**config.mk**
```make
export PLATFORM = sky130hd
export DESIGN_NAME = rggen_axi4lite_host_adapter
export DESIGN_NICKNAME = d
export VERILOG_FILES = /design/src/rtl/rggen_axi4lite_pkg.sv /design/src/rtl/rggen_axi4lite_hold_register.sv /design/src/rtl/rggen_axi4lite_host_adapter.sv
export SDC_FILE = /design/constraint.sdc
export NUM_CORES = 1
export LEC_CHECK = 0
export ABC_AREA = 1
export BUFFER_PORTS_ARGS = -buffer_cell sky130_fd_sc_hd__buf_4
export CORE_MARGIN = 3
export CORE_UTILIZATION = 55
export CTS_BUF_LIST = sky130_fd_sc_hd__clkbuf_8
export DETAILED_ROUTE_END_ITERATION = 6
export PLACE_DENSITY = 0.92
export SLEW_MARGIN = 15
export SYNTH_ARGS = -nofsm -noshare
export SYNTH_HDL_FRONTEND = slang
export SYNTH_SLANG_ARGS = --single-unit
```
**constraint.sdc**
```tcl
create_clock -name clk -period 4.7 [get_ports clk]
set_input_delay 0.235 -clock clk [delete_from_list [all_inputs] [get_ports clk]]
set_output_delay 0.235 -clock clk [all_outputs]
set_load 0.05 [all_outputs]
```
**src/rtl/rggen_axi4lite_pkg.sv**
```systemverilog
// Shared definitions for the AXI4-Lite host adapter: response codes, FSM states
// and the byte-strobe to bit-mask expansion helper.
package rggen_axi4lite_pkg;

  localparam logic [1:0] RESP_OKAY   = 2'b00;
  localparam logic [1:0] RESP_SLVERR = 2'b10;

  typedef enum logic [2:0] {
    ST_IDLE    = 3'd0,
    ST_WAIT_AW = 3'd1,
    ST_WAIT_W  = 3'd2,
    ST_ACCESS  = 3'd3,
    ST_WRESP   = 3'd4,
    ST_RRESP   = 3'd5
  } state_e;

  // Expands up to eight byte strobes into a bit mask; callers truncate to their width.
  function automatic logic [63:0] strobe_to_mask(input logic [7:0] wstrb);
    logic [63:0] mask;
    mask = 64'd0;
    for (int i = 0; i < 8; i++) begin
      mask[8*i+:8] = {8{wstrb[i]}};
    end
    return mask;
  endfunction

endpackage

```
**src/rtl/rggen_axi4lite_hold_register.sv**
```systemverilog
// One-entry capture register for a valid/ready channel: takes a beat on its own
// handshake and holds it until the consumer clears it.
module rggen_axi4lite_hold_register #(
  parameter int WIDTH = 16
) (
  input  logic             clk,
  input  logic             rst,
  input  logic             i_enable,
  input  logic             i_valid,
  output logic             o_ready,
  input  logic [WIDTH-1:0] i_data,
  input  logic             i_clear,
  output logic             o_full,
  output logic [WIDTH-1:0] o_data
);

  logic             full_r;
  logic [WIDTH-1:0] data_r;

  assign o_ready = i_enable & ~full_r;
  assign o_full  = full_r;
  assign o_data  = data_r;

  // Capture on handshake, release when the consumer takes the entry.
  always_ff @(posedge clk) begin
    if (rst) begin
      full_r <= 1'b0;
      data_r <= '0;
    end else if (i_valid && o_ready) begin
      full_r <= 1'b1;
      data_r <= i_data;
    end else if (i_clear) begin
      full_r <= 1'b0;
    end else begin
      full_r <= full_r;
    end
  end

endmodule

```
**src/rtl/rggen_axi4lite_host_adapter.sv**
```systemverilog
// AXI4-Lite slave front end: turns one AXI transaction at a time into a single
// access on the broadcast register bus, with SLVERR when nobody acknowledges.
module rggen_axi4lite_host_adapter #(
  parameter int ADDRESS_WIDTH  = 16,
  parameter int DATA_WIDTH     = 32,
  parameter int TIMEOUT_CYCLES = 16
) (
  input  logic                      clk,
  input  logic                      rst,
  input  logic                      i_awvalid,
  output logic                      o_awready,
  input  logic [ADDRESS_WIDTH-1:0]  i_awaddr,
  input  logic                      i_wvalid,
  output logic                      o_wready,
  input  logic [DATA_WIDTH-1:0]     i_wdata,
  input  logic [DATA_WIDTH/8-1:0]   i_wstrb,
  output logic                      o_bvalid,
  input  logic                      i_bready,
  output logic [1:0]                o_bresp,
  input  logic                      i_arvalid,
  output logic                      o_arready,
  input  logic [ADDRESS_WIDTH-1:0]  i_araddr,
  output logic                      o_rvalid,
  input  logic                      i_rready,
  output logic [DATA_WIDTH-1:0]     o_rdata,
  output logic [1:0]                o_rresp,
  output logic                      o_register_valid,
  output logic                      o_register_write,
  output logic [ADDRESS_WIDTH-1:0]  o_register_address,
  output logic [DATA_WIDTH-1:0]     o_register_write_data,
  output logic [DATA_WIDTH-1:0]     o_register_strobe,
  input  logic                      i_register_ready,
  input  logic [1:0]                i_register_status,
  input  logic [DATA_WIDTH-1:0]     i_register_read_data
);
  import rggen_axi4lite_pkg::*;

  localparam int LSB = $clog2(DATA_WIDTH / 8);
  localparam int SW  = DATA_WIDTH / 8;
  localparam int WW  = DATA_WIDTH + SW;
  localparam int TW  = $clog2(TIMEOUT_CYCLES);

  state_e                        state_r;
  logic                          active_r;
  logic                          prio_write_r;
  logic [TW-1:0]                 timer_r;
  logic                          reg_valid_r;
  logic                          reg_write_r;
  logic [ADDRESS_WIDTH-1:0]      reg_address_r;
  logic [DATA_WIDTH-1:0]         reg_wdata_r;
  logic [DATA_WIDTH-1:0]         reg_strobe_r;
  logic                          bvalid_r;
  logic [1:0]                    bresp_r;
  logic                          rvalid_r;
  logic [1:0]                    rresp_r;
  logic [DATA_WIDTH-1:0]         rdata_r;

  logic                          aw_full_s, w_full_s, ar_full_s;
  logic [ADDRESS_WIDTH-LSB-1:0]  aw_addr_s, ar_addr_s;
  logic [WW-1:0]                 w_data_s;
  logic [DATA_WIDTH-1:0]         write_mask_s;
  logic                          idle_s, wait_s, write_complete_s;
  logic                          aw_enable_s, w_enable_s, ar_enable_s;
  logic                          start_write_s, start_read_s;
  logic [1:0]                    resp_s;
  logic                          unused_s;

  assign idle_s           = (state_r == ST_IDLE);
  assign wait_s           = (state_r == ST_WAIT_AW) | (state_r == ST_WAIT_W);
  assign write_complete_s = aw_full_s & w_full_s;
  assign aw_enable_s      = active_r & (idle_s | wait_s);
  assign w_enable_s       = active_r & (idle_s | wait_s);
  // A complete write holding priority blocks AR so the read cannot overtake it.
  assign ar_enable_s      = active_r & idle_s & ~(write_complete_s & prio_write_r);
  assign start_write_s    = write_complete_s & (wait_s | (idle_s & (prio_write_r | ~ar_full_s)));
  assign start_read_s     = idle_s & ar_full_s & ~(write_complete_s & prio_write_r);
  assign write_mask_s     = DATA_WIDTH'(strobe_to_mask(8'(w_data_s[WW-1:DATA_WIDTH])));
  assign resp_s           = (i_register_ready && !i_register_status[1]) ? RESP_OKAY : RESP_SLVERR;
  assign unused_s         = &{1'b0, i_register_status[0], i_awaddr[LSB-1:0], i_araddr[LSB-1:0]};

  rggen_axi4lite_hold_register #(.WIDTH(ADDRESS_WIDTH - LSB)) u_aw_hold (
    .clk(clk), .rst(rst), .i_enable(aw_enable_s), .i_valid(i_awvalid), .o_ready(o_awready),
    .i_data(i_awaddr[ADDRESS_WIDTH-1:LSB]), .i_clear(start_write_s),
    .o_full(aw_full_s), .o_data(aw_addr_s)
  );

  rggen_axi4lite_hold_register #(.WIDTH(WW)) u_w_hold (
    .clk(clk), .rst(rst), .i_enable(w_enable_s), .i_valid(i_wvalid), .o_ready(o_wready),
    .i_data({i_wstrb, i_wdata}), .i_clear(start_write_s),
    .o_full(w_full_s), .o_data(w_data_s)
  );

  rggen_axi4lite_hold_register #(.WIDTH(ADDRESS_WIDTH - LSB)) u_ar_hold (
    .clk(clk), .rst(rst), .i_enable(ar_enable_s), .i_valid(i_arvalid), .o_ready(o_arready),
    .i_data(i_araddr[ADDRESS_WIDTH-1:LSB]), .i_clear(start_read_s),
    .o_full(ar_full_s), .o_data(ar_addr_s)
  );

  // Access sequencing, round-robin arbitration and every registered bus/response output.
  always_ff @(posedge clk) begin
    if (rst) begin
      state_r       <= ST_IDLE;
      active_r      <= 1'b0;
      prio_write_r  <= 1'b1;
      timer_r       <= '0;
      reg_valid_r   <= 1'b0;
      reg_write_r   <= 1'b0;
      reg_address_r <= '0;
      reg_wdata_r   <= '0;
      reg_strobe_r  <= '0;
      bvalid_r      <= 1'b0;
      bresp_r       <= RESP_OKAY;
      rvalid_r      <= 1'b0;
      rresp_r       <= RESP_OKAY;
      rdata_r       <= '0;
    end else begin
      active_r <= 1'b1;
      case (state_r)
        ST_IDLE, ST_WAIT_AW, ST_WAIT_W: begin
          if (start_write_s || start_read_s) begin
            state_r       <= ST_ACCESS;
            timer_r       <= '0;
            prio_write_r  <= start_read_s;
            reg_valid_r   <= 1'b1;
            reg_write_r   <= start_write_s;
            reg_address_r <= {(start_write_s ? aw_addr_s : ar_addr_s), {LSB{1'b0}}};
            reg_wdata_r   <= start_write_s ? w_data_s[DATA_WIDTH-1:0] : '0;
            reg_strobe_r  <= start_write_s ? write_mask_s : '1;
          end else if (idle_s && aw_full_s) begin
            state_r <= ST_WAIT_W;
          end else if (idle_s && w_full_s) begin
            state_r <= ST_WAIT_AW;
          end else begin
            state_r <= state_r;
          end
        end
        ST_ACCESS: begin
          if (i_register_ready || (timer_r == TW'(TIMEOUT_CYCLES - 1))) begin
            reg_valid_r <= 1'b0;
            if (reg_write_r) begin
              state_r  <= ST_WRESP;
              bvalid_r <= 1'b1;
              bresp_r  <= resp_s;
            end else begin
              state_r  <= ST_RRESP;
              rvalid_r <= 1'b1;
              rresp_r  <= resp_s;
              rdata_r  <= i_register_ready ? i_register_read_data : '0;
            end
          end else begin
            timer_r <= timer_r + TW'(1'b1);
          end
        end
        ST_WRESP: begin
          if (i_bready) begin
            bvalid_r <= 1'b0;
            state_r  <= ST_IDLE;
          end else begin
            bvalid_r <= 1'b1;
          end
        end
        ST_RRESP: begin
          if (i_rready) begin
            rvalid_r <= 1'b0;
            state_r  <= ST_IDLE;
          end else begin
            rvalid_r <= 1'b1;
          end
        end
        default: state_r <= ST_IDLE;
      endcase
    end
  end

  assign o_bvalid              = bvalid_r;
  assign o_bresp               = bresp_r;
  assign o_rvalid              = rvalid_r;
  assign o_rresp               = rresp_r;
  assign o_rdata               = rdata_r;
  assign o_register_valid      = reg_valid_r;
  assign o_register_write      = reg_write_r;
  assign o_register_address    = reg_address_r;
  assign o_register_write_data = reg_wdata_r;
  assign o_register_strobe     = reg_strobe_r;

endmodule

```
## After elaboration in Yosys (flattened, before gate mapping)

Cells that the tools add are included.

- $add $sub $neg: 1
- Eq/ne operators: 14
- Mux-type cells: 33
- Bitwise operators: 21
- Reduce and logical (&&, ||, !) cells: 25

Operators with widths:

| kind | number |
|---|---|
| 32-bit two-way mux | 3 |
| 3-bit two-way mux | 6 |
| 3-bit AND reduction | 6 |
| 1-bit two-way mux | 15 |
| 14-bit two-way mux | 1 |
| 2-bit inequality test, second input constant | 7 |
| 1-bit AND | 12 |
| 3-bit one-hot mux with 4 select lines | 1 |
| 2-bit nonzero test | 6 |
| 4-bit two-way mux | 2 |
| 4-bit one-hot mux with 2 select lines | 1 |
| 3-bit by 2-bit equality test with 1-bit output, second input constant | 2 |
| 3-bit equality test, second input constant | 2 |
| 1-bit logical AND | 6 |
| 1-bit one-hot mux with 2 select lines | 3 |
| 1-bit NOT | 5 |
| 4-bit by 1-bit adder with 4-bit output, second input constant | 1 |
| 4-bit equality test, second input constant | 1 |
| 4-bit inequality test, second input constant | 1 |
| 1-bit OR | 4 |
| 4-bit AND reduction | 1 |
| 3-bit by 1-bit equality test with 1-bit output, second input constant | 1 |
| 3-bit logical NOT | 1 |
| 3-bit OR reduction | 1 |
| other kinds (4) | 5 |

- Flip-flop bits (word level): 194
- Input bits: 110
- Logic and storage cells: 114

## Depth between registers and ports, before layout

Gate-level depths: netlist of run 1.

- Depth in word-level cells: 8
- Depth in mapped cells: 10

## Hierarchy

From an unflattened synthesis of run 1, not the netlist that was laid out.

- Cells, all modules: 956
- Area, all modules: 7,011.7 um2

Modules (own cells, without submodules):

| module | instances | cells an instance | area each (um2) | seq. area each (um2) |
|---|---|---|---|---|
| rggen_axi4lite_host_adapter | 1 | 530 | 4,111.4 | 1,941.9 |
| rggen_axi4lite_hold_register (u_w_hold) | 1 | 234 | 1,629.1 | 740.7 |
| rggen_axi4lite_hold_register (u_ar_hold ...) | 2 | 96 | 635.6 | 300.3 |

## Worst setup path after synthesis of run 1

Ideal clock, no wire load.

- Path kind: register -> register
- Start: reg state_r[2]
- End: reg u_aw_hold.data_r[0] (netlist: u_aw_hold.o_data[0])
- Setup time: 116 ps
- Data arrival time: 1,794 ps
- Required time: 4,584 ps
- Setup slack: 2,790 ps
- Stages on the path, launching flop included: 8
- Path buffers: 1
- Clock period less this slack: 1,910 ps
- Path through: dfxtp_1 > inv_2 > nand2_4 > nor3_2 > nand2_2 > clkbuf_1 > o21ai_0 > nor2_1

- Word-level cells in the longest chain between the ends: 6
- Elaborated cells on any way between the ends: 8

Ends and longest elaborated chain:

| element | line | source |
|---|---|---|
| start: declaration | rggen_axi4lite_host_adapter.sv:43 | `state_e state_r;` |
| start signal: assignment | rggen_axi4lite_host_adapter.sv:134 | `state_r <= state_r;` |
| 3-bit by 1-bit equality test with 1-bit output or 3-bit by 2-bit equality test with 1-bit output (tied branches) | rggen_axi4lite_host_adapter.sv:69 | `assign wait_s = (state_r == ST_WAIT_AW) \| (state_r == ST_WAIT_W);` |
| 1-bit OR | rggen_axi4lite_host_adapter.sv:69 |  |
| 1-bit OR * | rggen_axi4lite_host_adapter.sv:71 | `assign aw_enable_s = active_r & (idle_s \| wait_s);` |
| 1-bit AND * | rggen_axi4lite_host_adapter.sv:71 |  |
| 1-bit AND * | rggen_axi4lite_hold_register.sv:20 | `assign o_ready = i_enable & ~full_r;` |
| net o_awready | rggen_axi4lite_host_adapter.sv:11 | `output logic o_awready,` |
| 1-bit logical AND * | rggen_axi4lite_hold_register.sv:29 | `end else if (i_valid && o_ready) begin` |
| end signal: assignment | rggen_axi4lite_hold_register.sv:31 | `data_r <= i_data;` |
| end: declaration | rggen_axi4lite_hold_register.sv:18 | `logic [WIDTH-1:0] data_r;` |

The timed path passes the listed nets; every way through them passes the cells marked *.
A chain may end at the register's enable or synchronous reset.

## Worst setup path in the final report of run 1

- Start: reg state_r[2]
- End: reg reg_write_r (netlist: o_register_write)

- Word-level cells in the longest chain between the ends: 6
- Elaborated cells on any way between the ends: 12

Ends and longest elaborated chain:

| element | line | source |
|---|---|---|
| 3-bit by 1-bit equality test with 1-bit output (tied with other cells) | rggen_axi4lite_host_adapter.sv:69, rggen_axi4lite_host_adapter.sv:118 |  |
| 1-bit OR or 1-bit AND (tied branches) | rggen_axi4lite_host_adapter.sv:69, rggen_axi4lite_host_adapter.sv:75 |  |
| 1-bit OR | rggen_axi4lite_host_adapter.sv:75 | `assign start_write_s = write_complete_s & (wait_s \| (idle_s & (prio_write_r \| ~ar_full_s)));` |
| 1-bit AND | rggen_axi4lite_host_adapter.sv:75 |  |
| 1-bit logical OR | rggen_axi4lite_host_adapter.sv:120 | `if (start_write_s \|\| start_read_s) begin` |
| 2-bit AND reduction (no line) | -- |  |
| end signal: assignment | rggen_axi4lite_host_adapter.sv:125 | `reg_write_r <= start_write_s;` |
| end: declaration | rggen_axi4lite_host_adapter.sv:48 | `logic reg_write_r;` |

Several ways; a longest one is shown, not always the timed one.

==> flow_summary_export.csv, run 1 <==
group,metric,value,unit
outcome,status,"finished clean",
route,vias,5680,
grt,busiest_layer,"met2",
cts,hold_buffers,0,
grt,met1_usage,0.298,
cts,cts_tree,"built",
grt,met3_usage,0.104,
yosys,ys_types,31,
critical_path,max_stage_delay,790,ps
cts,cts_post_setup_buffers_inserted,0,
floorplan,ios,233,
timing,slew_headroom,0.299,
yosys,yosysWarnings,0,
grt,grt_pass1_wl,24.7,mm
grt,grt_max_degree,107,
pwr,peakVddDrop,0.325,mV
cts,cts.sinks,164,
route,drc,0,
pwr,swShare,0.366,
timing,slew_viol_final,0,
floorplan,rows,38,
timing,fin_skew,12.3,ps
route,antenna_left,0,
pwr,power_frac_seq,0.435,
pwr,finalPower,3.73,mW
route,first_pass_iters,5,
critical_path,critPathBufInv,2,
yosys,synthesis.instances,772,
timing,finalWorstPathRequiredPeriod,2330,ps
finish,drive_above_1_share,0.292,
timing,hold_ws,28.4,ps
finish,antenna_cells,0,
critical_path,start_kind,"flop",
cts,cts_buffers,17,
cts,clkLatencyLatePin,460,ps
critical_path,arrival,2610,ps
floorplan,start_util,0.571,
cts,ctsHtreeMaxLevel,4,
grt,grt_use_total,0.241,
placed_design,portBuffers,223,
timing,fin_tns_setup,0,ps
finish,nets,1049,
cts,cts_resized,0,
grt,grt_pass1_vias,5096,
yosys,yosys.area.top_type_share,0.523,
route,wl_per_cell,14.4,um
finish,fin_util,0.732,
critical_path,worstPathCellList,"inv_2 -> nand2_4 -> nor2_4 -> nand2_4 -> inv_2 -> nand2_1 -> o21ai_0",
cts,path_clk_slew,80,ps
floorplan,core_area,11000,sq um
floorplan,die-width,113,um
hold_path,worstHoldPathType,"in -> reg",
route,wl,15.7,mm
flow_run,maxCapViolCount,0,
finish,area_growth,28.1,%
placed_design,dpl.cell_count,1059,
pwr,switching_power,1.37,mW
critical_path,cp.required,4990,ps
timing,finalHoldViolations,0,
floorplan,dieArea,12700,sq um
placed_design,hpwl,10.8,mm
grt,antenna_found_initial,0,
floorplan,die_h,113,um
yosys,ys_ff_latch,164,
pwr,leakage,3.40,nW
cts,cts_max_path_buffers,2,
critical_path,critPathMaxFanout,33,
yosys,yosysSeqAreaShare,0.523,
cts,clock-root-buffer,"clkbuf_8",
finish,fillerInstances,868,
yosys,synth_area_leaders,"dfxtp_1 (52%), nand2_1 (7.4%), a21oi_1 (7.2%)",
pwr,clock_power_share,0.267,
timing,fin_crit_sh,0.495,
pwr,internal_power,2.36,mW
critical_path,worstSetupPathType,"reg -> reg",
critical_path,crit_path_end_kind,"flop",
yosys,syn_area_per_cell,8.13,sq um
route,avgViaCountPerCell,5.21,
grt,overflow,0,
critical_path,crit_slowest_cell,"nand2_1",
route,first_iter_violations,361,
critical_path,crit_family,"simple AND/OR/NAND/NOR gates",
timing,max_slew.worst_pin.slew,1050,ps
finish,fin_cells,1091,
yosys,yosysTopAreaCell,"dfxtp_1",
timing,max_freq,0.430,GHz
placed_design,place_congestion,0.813,
pwr,combPwrFrac,0.298,
pwr,p_per_area,464,nW/um^2
timing,setup_viol,0,
timing,grt_setup_unrepaired,"false",
grt,gr-usage-met2,0.382,
yosys,syn_area,6280,sq um
power groups by stage:
stage               clock network [mW]  logic, mW  registers, mW
floorplan                            0      0.698           1.82
CTS                               1.02       1.11           1.62
finish                           0.997       1.11           1.62
global route                      1.08       1.18           1.64
detailed placement                   0       1.11           1.65
global placement                     0       1.09           1.65
sequential cells by signal, indices dropped and copies added, names as in the netlist, 3 cells and up:
register	flops
u_w_hold.o_data	36
o_register_address	14
u_aw_hold.o_data	14
o_register_write_data	32
u_ar_hold.o_data	14
o_rdata	32
state_r	3
timer_r	4
o_register_strobe	4
worst paths after layout:
check                                                      from                               end  slack, ps  cells past startpoint
worst min register to register  u_w_hold.o_data[1]$_SDFFE_PP0P_   u_w_hold.o_data[1]$_SDFFE_PP0P_        450                      2
worst max-delay path                    state_r[2]$_SDFFE_PP0P_     o_register_write$_SDFFE_PP0P_       2370                      7
worst max register to register          state_r[2]$_SDFFE_PP0P_     o_register_write$_SDFFE_PP0P_       2370                      7
worst min-delay path                                 i_wstrb[1]  u_w_hold.o_data[33]$_SDFFE_PP0P_         30                      3
per-stage QoR:
step,setup WS (ps),cell area (sq um)
finish,2370,8040
global route,2130,8040
CTS,2200,8030
detailed placement,2220,7640
global placement,2200,7640
floorplan,2790,6290
per-layer routing:
| metal | up-vias | routed length, um |
|---|---|---|
| li1 | 2843 | - |
| met1 | 2582 | 6320 |
| met2 | 229 | 7440 |
| met4 | 0 | 276 |
| met3 | 26 | 1660 |
| met5 | - | 0 |
synthesized netlist by cell type (all sizes together):
master	instances
o211ai	2
conb	1
xnor2	1
nand4	3
buf	58
inv	49
a21oi	90
nor3	6
clkbuf	22
o21ai	107
nor2	61
nand3	57
a31oi	15
ha	1
dfxtp	164
xor2	1
nand2	132
o21bai	1
clkinv	1
worst min-delay path, cell delays in order:
cell and delay (ps):
buf_4 70, o21ai_0 70, nor2_1 70
cell type report:
class	count	area, sq um	share of cell area
clock buffers	17	234	0.0291
clock inverters	15	149	0.0185
inverters	50	190	0.0237
multi-input cells	481	2320	0.289
flip-flops and latches	164	3280	0.409
well taps	140	175	0.0218
repair buffers	224	1680	0.209
logic make-up after synthesis:
family                     after synthesis  share of synthesized area
AOI/OAI and AO/OA                      215                      0.176
xor gates and xnor gates                 2                    0.00279
adders and majority gates                1                    0.00199
buffers and inverters                  130                      0.110
DFF                                    164                      0.523
other                                    1                   0.000598
and+or+nand+nor                        259                      0.186
cells in the final DEF, fill, tap and decap left out:
cell	netlist	routed
nand2_1	124	124
nand3_1	57	56
nor3_2	2	2
a21oi_1	90	90
conb_1	1	4
buf_4	33	224
xor2_1	1	1
bufinv_16	0	3
inv_2	4	5
o21ai_1	19	19
inv_4	1	1
clkbuf_8	0	17
inv_1	44	47
nand4_2	1	1
nor2_1	55	55
o211ai_1	2	2
nor3_4	1	1
nand2_2	5	4
nand4_1	2	2
nor2_4	6	6
o21bai_1	1	1
clkinvlp_4	0	1
clkinv_2	0	8
nor3_1	3	3
dfxtp_1	164	164
ha_1	1	1
o21ai_0	88	88
a31oi_1	15	15
nand2_4	3	4
xnor2_1	1	1
nand3_2	0	1
(Power assumes the default switching activity.)
==> run 2: changes to the inputs <==
--- a/config.mk
+++ b/config.mk
@@ -8,10 +8,10 @@
 export ABC_AREA = 1
 export BUFFER_PORTS_ARGS = -buffer_cell sky130_fd_sc_hd__buf_4
 export CORE_MARGIN = 3
-export CORE_UTILIZATION = 55
+export CORE_UTILIZATION = 51
 export CTS_BUF_LIST = sky130_fd_sc_hd__clkbuf_8
 export DETAILED_ROUTE_END_ITERATION = 6
-export PLACE_DENSITY = 0.92
+export PLACE_DENSITY = 0.86
 export SLEW_MARGIN = 15
 export SYNTH_ARGS = -nofsm -noshare
 export SYNTH_HDL_FRONTEND = slang
==> constraint.sdc (replaced) <==
create_clock -name clk -period 2.2 [get_ports clk]
set_input_delay 0.11 -clock clk [delete_from_list [all_inputs] [get_ports clk]]
set_output_delay 0.11 -clock clk [all_outputs]
set_load 0.05 [all_outputs]
==> flow_summary_export.csv, run 2 (same netlist as run 1, synthesis figures left out) <==
group,metric,value,unit
floorplan,ios,233,
route,first_pass_iters,5,
finish,area_growth,44.7,%
timing,hold_ws,24.8,ps
timing,fin_crit_sh,0.858,
timing,fin_tns_setup,0,ps
pwr,swShare,0.377,
route,avgViaCountPerCell,5.29,
timing,finalHoldViolations,0,
grt,grt_pass1_vias,6092,
outcome,status,"finished clean",
finish,layout_common_cells,"buf_4 (233), dfxtp_1 (164), nand2_1 (124)",
timing,setup_viol,0,
timing,slew_viol_final,0,
cts,cts.sinks,164,
critical_path,arrival,2250,ps
cts,cts_max_path_buffers,2,
finish,antenna_cells,0,
finish,nets,1159,
timing,max_freq,0.530,GHz
cts,cts_tree,"built",
placed_design,dpl.cell_count,1072,
cts,clock-root-buffer,"clkbuf_8",
grt,antenna_found_initial,0,
cts,cts_post_setup_buffers_inserted,0,
grt,grt_pass1_wl,29.4,mm
pwr,leakage,3.84,nW
grt,overflow,0,
pwr,switching_power,3.02,mW
finish,fin_area,9080,sq um
timing,finalWorstPathRequiredPeriod,1890,ps
route,wl_per_cell,16.1,um
floorplan,die_h,117,um
grt,grt_max_degree,61,
critical_path,cp.required,2560,ps
critical_path,crit_slowest_cell,"dfxtp_1",
critical_path,start_kind,"flop",
pwr,clock_power_share,0.244,
critical_path,endpoint,"o_register_write_data[14]$_SDFFE_PP0P_",
cts,clkLatencyLatePin,460,ps
pwr,power_frac_seq,0.433,
floorplan,rows,39,
floorplan,dieArea,13700,sq um
floorplan,start_util,0.536,
critical_path,worstSetupPathType,"reg -> reg",
timing,max_slew.worst_pin.slew,613,ps
critical_path,crit_path_end_kind,"flop",
timing,grt_setup_unrepaired,"false",
route,drc,0,
pwr,p_per_area,883,nW/um^2
critical_path,crit_family,"buffers and inverters",
finish,final_common_cell,"buf_4",
critical_path,worstPathCellList,"inv_2 -> nand2_4 -> nor2_4 -> nand2_4 -> inv_2 -> nand2_1 -> buf_12 -> o21ai_0",
critical_path,max_stage_delay,370,ps
finish,drive_above_1_share,0.270,
hold_path,worstHoldPathType,"in -> reg",
flow_run,maxCapViolCount,0,
timing,slew_headroom,0.591,
critical_path,cp-startpoint,"state_r[2]$_SDFFE_PP0P_",
critical_path,rrSetupSlack,310,ps
pwr,internal_power,4.99,mW
critical_path,reg2reg_depth,8,
critical_path,worstReg2RegEnd,"o_register_write_data[14]$_SDFFE_PP0P_",
route,first_iter_violations,477,
critical_path,critPathBufInv,3,
grt,grt_use_total,0.275,
timing,setup_slack,312,ps
route,wl,19.4,mm
critical_path,crit_cells,8,
finish,fin_util,0.775,
placed_design,hpwl,11.1,mm
critical_path,critPathMaxFanout,24,
floorplan,die-width,117,um
finish,largest_reg_flops,36,
pwr,finalPower,8.01,mW
cts,path_clk_slew,80,ps
route,vias,6367,
placed_design,portBuffers,223,
placed_design,place_area,7730,sq um
route,antenna_left,0,
placed_design,place_congestion,0.786,
critical_path,timing.rr.start,"state_r[2]$_SDFFE_PP0P_",
placed_design,dp_slack,374,ps
cts,cts_buffers,17,
cts,ctsHtreeMaxLevel,4,
timing,fin_skew,16.0,ps
finish,fin_cells,1203,
floorplan,core_area,11700,sq um
pwr,combPwrFrac,0.323,
pwr,peakVddDrop,0.469,mV
## run 2: cell types whose count changed in the layout (fill, tap and decap cells not counted), moves of 2 or more
cell	previous run	this run
buf_4	224	233
bufinv_16	3	1
clkinv_2	8	6
clkinv_4	0	2
dlygate4sd3_1	0	100
## run 2: final cells by class
cell class                      count  area, sq um
Sequential cell                   164         3280
Timing Repair Buffer              334         2770
Fill cell                         731         2630
Multi-Input combinational cell    481         2310
Clock buffer                       18          248
Inverter                           50          190
Tap cell                          143          179
Clock inverter                     13         96.3
## run 2: what timing repair did
action | CTS | global route
hold endpoints to repair | 101 | 0
gates resized for setup | 0 | 0
hold buffers | 100 | 0
## run 2: power groups by stage
stage | combinational [mW] | sequential (mW) | clock (mW)
floorplan | 1.49 | 3.89 | 0
global placement | 2.37 | 3.52 | 0
detailed placement | 2.40 | 3.52 | 0
CTS | 2.55 | 3.46 | 1.97
global route | 2.76 | 3.50 | 2.10
finish | 2.59 | 3.47 | 1.96
## run 2: metal layers
metal  vias up  track usage  wire length (um)
met5         -            0                 0
met4         0        0.127               654
met3        62       0.0859              1740
met2       313        0.469              9400
met1      2926        0.316              7610
li1       3066            -                 -
## run 2: worst min path at each step
stage | from | to | slack [ps] | depth (start not counted)
6_report | i_arvalid | u_ar_hold.o_data[13]$_SDFFE_PP0P_ | 20 | 3
3_3_place_gp | i_register_status[1] | o_rresp[1]$_SDFFE_PP0P_ | 360 | 3
4_1_cts | i_arvalid | u_ar_hold.o_data[13]$_SDFFE_PP0P_ | 2 | 3
3_5_place_dp | i_register_status[1] | o_rresp[1]$_SDFFE_PP0P_ | 350 | 3
5_1_grt | i_arvalid | u_ar_hold.o_data[6]$_SDFFE_PP0P_ | 20 | 3
2_1_floorplan | i_register_status[1] | o_rresp[1]$_SDFFE_PP0P_ | 250 | 2
## run 2: tightest hold or removal path: stages
cell	delay, ps
buf_4	170
nand3_1	90
a21oi_1	60
==> run 3: changes to the inputs <==
--- a/config.mk
+++ b/config.mk
@@ -7,7 +7,8 @@
 export LEC_CHECK = 0
 export ABC_AREA = 1
 export BUFFER_PORTS_ARGS = -buffer_cell sky130_fd_sc_hd__buf_4
-export CORE_MARGIN = 3
+export CAP_MARGIN = 20
+export CORE_MARGIN = 10
 export CORE_UTILIZATION = 51
 export CTS_BUF_LIST = sky130_fd_sc_hd__clkbuf_8
 export DETAILED_ROUTE_END_ITERATION = 6
==> flow_summary_export.csv, run 3 (same netlist as run 1, synthesis figures left out) <==
group,metric,value,unit
route,avgViaCountPerCell,5.25,
timing,fin_crit_sh,0.850,
pwr,clock_power_share,0.259,
cts,path_clk_slew,80,ps
route,vias,6379,
hold_path,min_path_cells,3,
floorplan,core_area,12000,sq um
timing,slew_headroom,0.591,
grt,antenna_found_initial,4,
critical_path,worstReg2RegEnd,"timer_r[2]$_SDFFE_PP0P_",
timing,fin_tns_setup,0,ps
route,antenna_left,0,
placed_design,hpwl,12.4,mm
route,first_iter_violations,464,
pwr,peakVddDrop,0.505,mV
timing,finalWorstPathRequiredPeriod,1870,ps
pwr,leakage,3.87,nW
timing,max_freq,0.535,GHz
route,top_layer,"met4",
critical_path,crit_path_end_kind,"primary output",
floorplan,die_h,131,um
timing,hold_ws,12.8,ps
placed_design,portBuffers,223,
cts,cts.sinks,164,
finish,layout_common_cells,"buf_4 (232), dfxtp_1 (164), nand2_1 (124)",
cts,cts_tree,"built",
critical_path,cp.required,2090,ps
critical_path,worstSetupPathType,"reg -> out",
route,drc,0,
timing,setup_slack,330,ps
timing,slew_viol_final,0,
hold_path,hp-start,"i_arvalid",
pwr,combPwrFrac,0.319,
hold_path,worstHoldPathType,"in -> reg",
pwr,power_frac_seq,0.422,
route,wl_met2,9.94,mm
placed_design,dp_slack,358,ps
grt,grt_use_total,0.235,
critical_path,start_kind,"flop",
route,wl,20.7,mm
floorplan,rows,40,
cts,cts_max_path_buffers,2,
route,wl_per_cell,17.1,um
floorplan,dieArea,17100,sq um
critical_path,timing.rr.start,"state_r[2]$_SDFFE_PP0P_",
pwr,internal_power,5.16,mW
grt,grt_pass1_vias,6412,
floorplan,ios,233,
finish,area_growth,46.2,%
grt,grt_pass1_wl,31.8,mm
timing,finalHoldViolations,0,
timing,setup_viol,0,
flow_run,maxCapViolCount,0,
finish,final_common_cell,"buf_4",
finish,nets,1161,
finish,fillerInstances,777,
timing,max_slew.worst_pin.slew,613,ps
floorplan,start_util,0.522,
hold_path,worstHoldEndpoint,"u_ar_hold.o_data[0]$_SDFFE_PP0P_",
cts,clock-root-buffer,"clkbuf_8",
cts,cts_post_setup_buffers_inserted,0,
timing,fin_skew,14.7,ps
pwr,p_per_area,894,nW/um^2
cts,clkLatencyLatePin,470,ps
timing,grt_setup_unrepaired,"false",
critical_path,arrival,1760,ps
pwr,swShare,0.371,
critical_path,reg2reg_depth,9,
route,drt-met1-wl,7.66,mm
finish,drive_above_1_share,0.271,
pwr,switching_power,3.05,mW
grt,overflow,0,
route,dr_wl_met3,2.42,mm
cts,ctsHtreeMaxLevel,4,
critical_path,rrSetupSlack,350,ps
cts,cts_buffers,17,
route,first_pass_iters,7,
outcome,status,"finished clean",
critical_path,critPathMaxFanout,14,
floorplan,die-width,131,um
placed_design,place_congestion,0.837,
grt,grt_max_degree,65,
finish,largest_reg_flops,36,
==> run 3: metrics by stage <==
step           cells  total power [mW]   util  instance area (sq um)
2_1_floorplan    775              5.38      -                   6290
3_3_place_gp    1077              5.91  0.647                   7770
3_5_place_dp    1077              5.95  0.647                   7770
4_1_cts         1210              8.18  0.763                   9160
5_1_grt         1214              8.57  0.764                   9170
6_report        1214              8.20  0.764                   9170
==> run 3: metal layers <==
layer / global-route usage / up-vias
met3: 0.101 / 59
met4: 0.125 / 0
li1: - / 3073
met5: 0 / -
met1: 0.243 / 2936
met2: 0.395 / 311
==> run 3: worst max path at each step <==
| stage | start | end | slack, ps | depth (start not counted) |
|---|---|---|---|---|
| detailed placement | state_r[2]$_SDFFE_PP0P_ | timer_r[2]$_SDFFE_PP0P_ | 360 | 9 |
| finish | state_r[1]$_SDFFE_PP0P_ | o_arready | 330 | 5 |
| global placement | state_r[2]$_SDFFE_PP0P_ | timer_r[2]$_SDFFE_PP0P_ | 360 | 9 |
| global route | state_r[2]$_SDFFE_PP0P_ | timer_r[2]$_SDFFE_PP0P_ | 160 | 9 |
| floorplan | state_r[2]$_SDFFE_PP0P_ | u_aw_hold.o_data[0]$_SDFFE_PP0P_ | 290 | 7 |
| CTS | state_r[1]$_SDFFE_PP0P_ | o_arready | 310 | 5 |
==> run 3: layout make-up <==
| class | count | area, sq um | area share |
|---|---|---|---|
| antenna | 4 | 10.0 | 0.00109 |
| clock inverter | 13 | 118 | 0.0128 |
| tap | 147 | 184 | 0.0201 |
| timing repair buffer | 336 | 2810 | 0.307 |
| sequential | 164 | 3280 | 0.358 |
| inverter | 50 | 190 | 0.0207 |
| clock buffer | 19 | 262 | 0.0285 |
| multi-input combinational | 481 | 2310 | 0.252 |
==> run 3: what timing repair did <==
action                                 CTS  global route
hold buffers                           101             0
resized for setup                        0             0
endpoints found under the hold margin  101             0
==> run 3: critical path, stage by stage (launching register included) <==
cell and delay, ps:
dfxtp_1 370, nor2_4 190, nand4_1 160, nor2_4 140, buf_4 210, buf_4 220
==> run 3: power by group through the flow <==
stage | Sequential (mW) | Combinational [mW] | Clock [mW]
6_report | 3.47 | 2.61 | 2.12
3_3_place_gp | 3.51 | 2.40 | 0
5_1_grt | 3.50 | 2.79 | 2.28
2_1_floorplan | 3.89 | 1.49 | 0
4_1_cts | 3.46 | 2.59 | 2.13
3_5_place_dp | 3.52 | 2.43 | 0
